===== src/rtl/seq_pkg.sv =====
// Shared definitions for the microprogram sequencer: default widths, FSM
// state encoding and the microaddress reset vector.
package seq_pkg;

   localparam int SEQ_MBR_W       = 8;
   localparam int SEQ_ADDR_W      = 9;
   localparam int SEQ_STACK_DEPTH = 4;
   localparam int MPC_RESET       = 0;

   typedef enum logic [1:0] {
      ST_BOOT  = 2'd0,
      ST_RUN   = 2'd1,
      ST_STALL = 2'd2,
      ST_HALT  = 2'd3
   } seq_state_e;

endpackage : seq_pkg


===== src/rtl/micro_sequencer_return_stack.sv =====
// LIFO return-address stack with occupancy count and sticky overflow and
// underflow flags. A pop and a push in the same cycle resolve as a pop only.
module return_stack #(
   parameter int DEPTH  = 4,
   parameter int DATA_W = 9
) (
   input  logic                      i_clk,
   input  logic                      i_rst,
   input  logic                      i_push,
   input  logic                      i_pop,
   input  logic [DATA_W-1:0]         i_data,
   output logic [DATA_W-1:0]         o_top,
   output logic                      o_empty,
   output logic [$clog2(DEPTH):0]    o_level,
   output logic                      o_ovf,
   output logic                      o_unf
);

   localparam int PW = $clog2(DEPTH);
   localparam int LW = PW + 1;

   generate
      if ((DEPTH < 2) || ((DEPTH & (DEPTH - 1)) != 0)) begin : g_bad_depth
         $error("return_stack: DEPTH must be a power of two and at least 2");
      end
   endgenerate

   logic [DATA_W-1:0] r_mem [DEPTH];
   logic [LW-1:0]     r_level;
   logic              r_ovf;
   logic              r_unf;

   logic              w_full;
   logic              w_empty;
   logic              w_do_push;
   logic              w_do_pop;
   logic [LW-1:0]     w_level_m1;

   assign w_full     = (r_level == LW'(DEPTH));
   assign w_empty    = (r_level == '0);
   assign w_do_pop   = i_pop && !w_empty;
   assign w_do_push  = i_push && !i_pop && !w_full;
   assign w_level_m1 = r_level - LW'(1);

   // Top entry sits one below the level; when empty the value is unused.
   assign o_top   = r_mem[w_level_m1[PW-1:0]];
   assign o_empty = w_empty;
   assign o_level = r_level;
   assign o_ovf   = r_ovf;
   assign o_unf   = r_unf;

   always_ff @(posedge i_clk or posedge i_rst) begin
      if (i_rst) begin
         r_level <= '0;
         r_ovf   <= 1'b0;
         r_unf   <= 1'b0;
      end else begin
         if (w_do_pop) begin
            r_level <= w_level_m1;
         end else if (w_do_push) begin
            r_level <= r_level + LW'(1);
         end
         if (i_push && !i_pop && w_full) begin
            r_ovf <= 1'b1;
         end
         if (i_pop && w_empty) begin
            r_unf <= 1'b1;
         end
      end
   end

   always_ff @(posedge i_clk) begin
      if (w_do_push) begin
         r_mem[r_level[PW-1:0]] <= i_data;
      end
   end

endmodule : return_stack


===== src/rtl/micro_sequencer.sv =====
// Microprogram sequencer: registers the next microaddress from NEXT_ADDRESS,
// the jump condition, MBR dispatch and a call/return stack; stalls on mem wait.
//
//   state | meaning
//   BOOT  | first cycle after reset, control store idle, mpc held at 0
//   RUN   | control store read, mpc advances every edge
//   STALL | memory busy, mpc held, inputs ignored
//   HALT  | frozen until reset
module micro_sequencer
   import seq_pkg::*;
#(
   parameter int MBR_W       = SEQ_MBR_W,
   parameter int ADDR_W      = SEQ_ADDR_W,
   parameter int STACK_DEPTH = SEQ_STACK_DEPTH
) (
   input  logic                          i_clk,
   input  logic                          i_rst,
   input  logic [ADDR_W-1:0]             i_next_addr,
   input  logic                          i_j_high,
   input  logic                          i_jmpc,
   input  logic [MBR_W-1:0]              i_mbr,
   input  logic                          i_call,
   input  logic                          i_ret,
   input  logic                          i_halt_req,
   input  logic                          i_mem_wait,
   output logic [ADDR_W-1:0]             o_mpc,
   output logic                          o_cs_rd,
   output logic                          o_halted,
   output logic                          o_stack_ovf,
   output logic                          o_stack_unf,
   output logic [$clog2(STACK_DEPTH):0]  o_stack_level
);

   generate
      if (ADDR_W != MBR_W + 1) begin : g_bad_width
         $error("micro_sequencer: ADDR_W must equal MBR_W+1");
      end
   endgenerate

   seq_state_e        r_state;
   seq_state_e        w_state_nxt;
   logic [ADDR_W-1:0] r_mpc;
   logic [ADDR_W-1:0] w_mpc_nxt;
   logic [ADDR_W-1:0] w_normal;
   logic [ADDR_W-1:0] w_ret_addr;
   logic [ADDR_W-1:0] w_top;
   logic [MBR_W-1:0]  w_low;
   logic              w_empty;
   logic              w_push;
   logic              w_pop;

   // MIC-1 rule: j_high forces the MSB and jmpc ORs the opcode into the low byte.
   assign w_low      = i_jmpc ? (i_next_addr[MBR_W-1:0] | i_mbr) : i_next_addr[MBR_W-1:0];
   assign w_normal   = {i_next_addr[ADDR_W-1] | i_j_high, w_low};
   assign w_ret_addr = r_mpc + ADDR_W'(1);

   return_stack #(
      .DEPTH  (STACK_DEPTH),
      .DATA_W (ADDR_W)
   ) u_return_stack (
      .i_clk   (i_clk),
      .i_rst   (i_rst),
      .i_push  (w_push),
      .i_pop   (w_pop),
      .i_data  (w_ret_addr),
      .o_top   (w_top),
      .o_empty (w_empty),
      .o_level (o_stack_level),
      .o_ovf   (o_stack_ovf),
      .o_unf   (o_stack_unf)
   );

   always_ff @(posedge i_clk or posedge i_rst) begin
      if (i_rst) begin
         r_state <= ST_BOOT;
         r_mpc   <= ADDR_W'(MPC_RESET);
      end else begin
         r_state <= w_state_nxt;
         r_mpc   <= w_mpc_nxt;
      end
   end

   always_comb begin
      w_state_nxt = r_state;
      w_mpc_nxt   = r_mpc;
      w_push      = 1'b0;
      w_pop       = 1'b0;
      case (r_state)
         ST_BOOT: begin
            w_state_nxt = ST_RUN;
         end
         ST_RUN: begin
            if (i_halt_req) begin
               w_state_nxt = ST_HALT;
            end else if (i_mem_wait) begin
               w_state_nxt = ST_STALL;
            end else if (i_ret) begin
               w_pop     = 1'b1;
               w_mpc_nxt = w_empty ? ADDR_W'(MPC_RESET) : w_top;
            end else if (i_call) begin
               w_push    = 1'b1;
               w_mpc_nxt = w_normal;
            end else begin
               w_mpc_nxt = w_normal;
            end
         end
         ST_STALL: begin
            // Leaving the stall spends one edge; the held word re-sequences afterwards.
            if (i_halt_req) begin
               w_state_nxt = ST_HALT;
            end else if (!i_mem_wait) begin
               w_state_nxt = ST_RUN;
            end
         end
         ST_HALT: begin
            w_state_nxt = ST_HALT;
         end
         default: begin
            w_state_nxt = ST_BOOT;
         end
      endcase
   end

   assign o_mpc    = r_mpc;
   assign o_cs_rd  = (r_state == ST_RUN);
   assign o_halted = (r_state == ST_HALT);

endmodule : micro_sequencer


===== config.mk =====
export PLATFORM = sky130hd
export DESIGN_NAME = micro_sequencer
export DESIGN_NICKNAME = d
export VERILOG_FILES = /design/src/rtl/seq_pkg.sv /design/src/rtl/micro_sequencer_return_stack.sv /design/src/rtl/micro_sequencer.sv
export SDC_FILE = /design/constraint.sdc
export NUM_CORES = 1
export LEC_CHECK = 0
export CORE_ASPECT_RATIO = 0.7
export CORE_MARGIN = 2
export CORE_UTILIZATION = 35
export CTS_CLUSTER_SIZE = 10
export DETAILED_ROUTE_END_ITERATION = 16
export DONT_BUFFER_PORTS = 1
export SETUP_SLACK_MARGIN = 0.4
export SYNTH_ARGS = -nofsm -noshare
export SYNTH_HDL_FRONTEND = slang
export SYNTH_SLANG_ARGS = --single-unit
export TNS_END_PERCENT = 30

===== constraint.sdc =====
create_clock -name i_clk -period 3.1 [get_ports i_clk]
set_input_delay 0.31 -clock i_clk [delete_from_list [all_inputs] [get_ports i_clk]]
set_output_delay 0.31 -clock i_clk [all_outputs]
set_load 0.01 [all_outputs]

==> results.md <==
- Outcome: completed
- CTS Root Cell: clkbuf_8
- Sequential Power Share: 57.0%
- Final cycle utilization of the critical path: 67.2%
- Worst clock skew: 0.0109 ns
- Sum of net half-perimeters after detailed placement: 3540 um
- NetSw: 0.344 mW
- Post-Synthesis Mean Instance Area: 13.5 um2
- Width of the die: 102 um
- Die Ht: 72.7 um
- Maximum clock frequency: 480 MHz
- Deepest clock path buffer count: 2
- Reported max-cap violation count: 0
- Number of hold-repair buffers added at the cts stage: 0
- TNS Setup: 0 ns
- Worst setup SP type: flop
- FP Rows: 24
- Class of the most critical setup path: flop to flop
- TritonCTS clock tree: yes
- Std-Cell Core Area: 6370 um2
- Clock latency on the worst-skew pair: 0.30 ns
- Most frequent standard cell in the layout excluding fill and tap cells: edfxtp_1
- Register area: 1480 um2
- Startpoint of the most critical setup path: u_return_stack.o_level[1]
- Number of port buffers: 0
- Post-route ant nets: 0
- Placed Cells incl. Taps: 262
- Via count of the first global-routing pass: 1389
- Final Routed Wirelength: 5100 um
- Maximum number of pins on one net before global-route repair: 25
- Crit Path Max Fanout: 11
- Shortest clock period the worst path allows after layout: 2.08 ns
- Tot GR Track Use: 15.1%
- Startpoint of the worst-slack reg-to-reg timing path: u_return_stack.o_level[1]
- Commonest cells after routing, fill and taps aside: edfxtp_1 (36), nor2_1 (22), a21oi_1 (17)
- Final setup vio count: 0
- Fraction of power consumed by combinational cells: 11.3%
- Number of flip-flops and latches in the synthesized netlist: 52
- Worst EP arrival: 2.28 ns
- Number of buffers created by CTS: 5
- First-pass GRT wire length: 8140 um
- Final hold violations: 0
- Top-Level Pins: 41
- Delay of the slowest cell on the worst path: 0.65 ns
- Unrepaired setup endpoints after global routing: no
- Yosys warning total: 0
- Routed wire length per instance: 18.9 um
- Final setup slack of the worst path: 1.02 ns
- Post-synth EDFFs: 36
- Clock power frac: 31.7%
- Switching fraction of total power: 24.1%
- Multi-input combinational cell area: 821 um2
- Post-place setup slack: 1.04 ns
- Number of instances in the synthesized netlist: 175
- Setup Buffers After CTS: 0
- CTS clock-pin slew for the worst setup and hold paths: 0.09 ns
- Average via count per standard cell: 5.15
- Share of the yosys chip area belonging to registers: 62.8%
- Hold Path Class: primary input to async pin
- Detailed-route DRC error count: 0
- Fraction of registers with async set/reset: 30.8%
- Slowest stage cell on the critical path: ha_1
- First-pass detailed-route iteration total: 4
- Transition time at the pin with the least slew margin: 0.710 ns
- Remaining global-route overflow: 0
- Cell-internal power: 1.08 mW
- Unique masters post-synth: 34
- Post-Syn Area: 2360 um2
- Die area: 7420 um2
- Synth Flop Type: edfxtp_1
- Routed vias: 1391
- Crit. End Element: flop
- Power density of the placed cells: 554 nW/um2
- Sink count of the clock tree: 52
- FILL cells: 621
- Starting Density: 37.0%
- Remaining max-slew budget at the tightest pin: 52.6%
- Worst vdd rail ir drop: 241 uV
- Diode count: 0
- Final GP Congestion: 0.785
- Final Max Slew Viols: 0
- Number of instances resized during post-cts repair: 0
- Syn_nets: 206
- Net count reported at finish: 209
- Area grow syn2layout: 9.07%
- First DRT Iteration DRCs: 89
- Ratio of cells with drive above 1 in the final layout: 11.7%
- Antenna violations before repair: 0
- Leakage power of the design: 0.923 nW
- Cell breakdown of the critical path: inv_1 -> ha_1 -> mux4_2 -> a21oi_1 -> nor2_1
- Post-Layout Cell Count: 270
- Required time of the worst setup path: 3.29 ns
- Deepest level of the CTS H-tree: 2
-- synthesized netlist by cell type, types with 4 or more instances --
cell | number | area [um2]
edfxtp_1 | 36 | 1080
nor2_1 | 22 | 82.6
a21oi_1 | 17 | 85.1
dfrtp_1 | 16 | 400
mux4_2 | 9 | 203
o21ai_0 | 8 | 40.0
inv_1 | 7 | 26.3
ha_1 | 6 | 75.1
nand2_1 | 5 | 18.8
nand3_1 | 5 | 25.0
xnor2_1 | 5 | 43.8
xor2_1 | 4 | 35.0
-- metrics by stage --
step	hold slack [ns]	total power, mW	instance area, um2	util (%)
2_1_floorplan	0.224	0.946	2360	-
3_3_place_gp	0.354	0.986	2460	38.7
3_5_place_dp	0.347	0.991	2460	38.7
4_1_cts	0.0299	1.44	2570	40.4
5_1_grt	0.0644	1.49	2570	40.4
6_report	0.00186	1.43	2570	40.4
-- cell families after synthesis --
group / after synthesis / share of synthesized area [%]
muxes: 9 / 8.59
and+or+nand+nor: 46 / 10.1
buffers and inverters: 14 / 2.39
DFF: 52 / 62.8
adders and majority gates: 6 / 3.18
AOI/OAI and AO/OA: 39 / 9.60
xor gates and xnor gates: 9 / 3.34
-- worst paths after layout --
path / to / slack (ns) / cells past startpoint
max: o_mpc[7] / 1.02 / 5
max in group asynchronous: o_mpc[6] / 2.64 / 1
min in group i_clk: r_state[0] / 0.10 / 1
max reg2reg: o_mpc[7] / 1.02 / 5
min: r_state[0] / 0.002 / 1
min reg2reg: u_return_stack.o_ovf / 0.56 / 1
-- registers in the layout (all words and copies together) (netlist names) --
name and flops:
u_return_stack.o_ovf 1, u_return_stack.o_unf 1, u_return_stack.r_mem 36, r_state 2, u_return_stack.o_level 3, o_mpc 9
-- worst max-delay path: cells and delay by family (launching register included) --
family / cells / cell delay (ns)
AOI/OAI and AO/OA: 1 / 0.20
buffers and inverters: 1 / 0.13
adders and majority gates: 1 / 0.65
muxes: 1 / 0.38
DFF: 1 / 0.54
and+or+nand+nor: 1 / 0.08
-- power groups by stage --
stage               clock, mW  sequential, mW  combinational, mW
floorplan                   0           0.817              0.128
global placement            0           0.829              0.157
detailed placement          0           0.830              0.161
CTS                     0.462           0.814              0.162
global route            0.490           0.818              0.183
finish                  0.453           0.813              0.160
-- layout make-up --
| cell class | instances | share of cell area (%) |
|---|---|---|
| clock inverter | 2 | 1.36 |
| tap | 91 | 4.43 |
| clock buffer | 6 | 2.82 |
| timing repair buffer | 3 | 0.875 |
| inverter | 7 | 1.02 |
| multi-input combinational | 109 | 31.9 |
| sequential | 52 | 57.6 |
-- layer usage --
metal | vias to the layer above | track usage, % | part of all wire, %
li1 | 649 | - | -
met2 | 52 | 23.4 | 45
met3 | 5 | 4.31 | 9.7
met5 | - | 0 | 0
met1 | 685 | 21.4 | 45
met4 | 0 | 3.56 | 0.63
(Power assumes the default switching activity.)
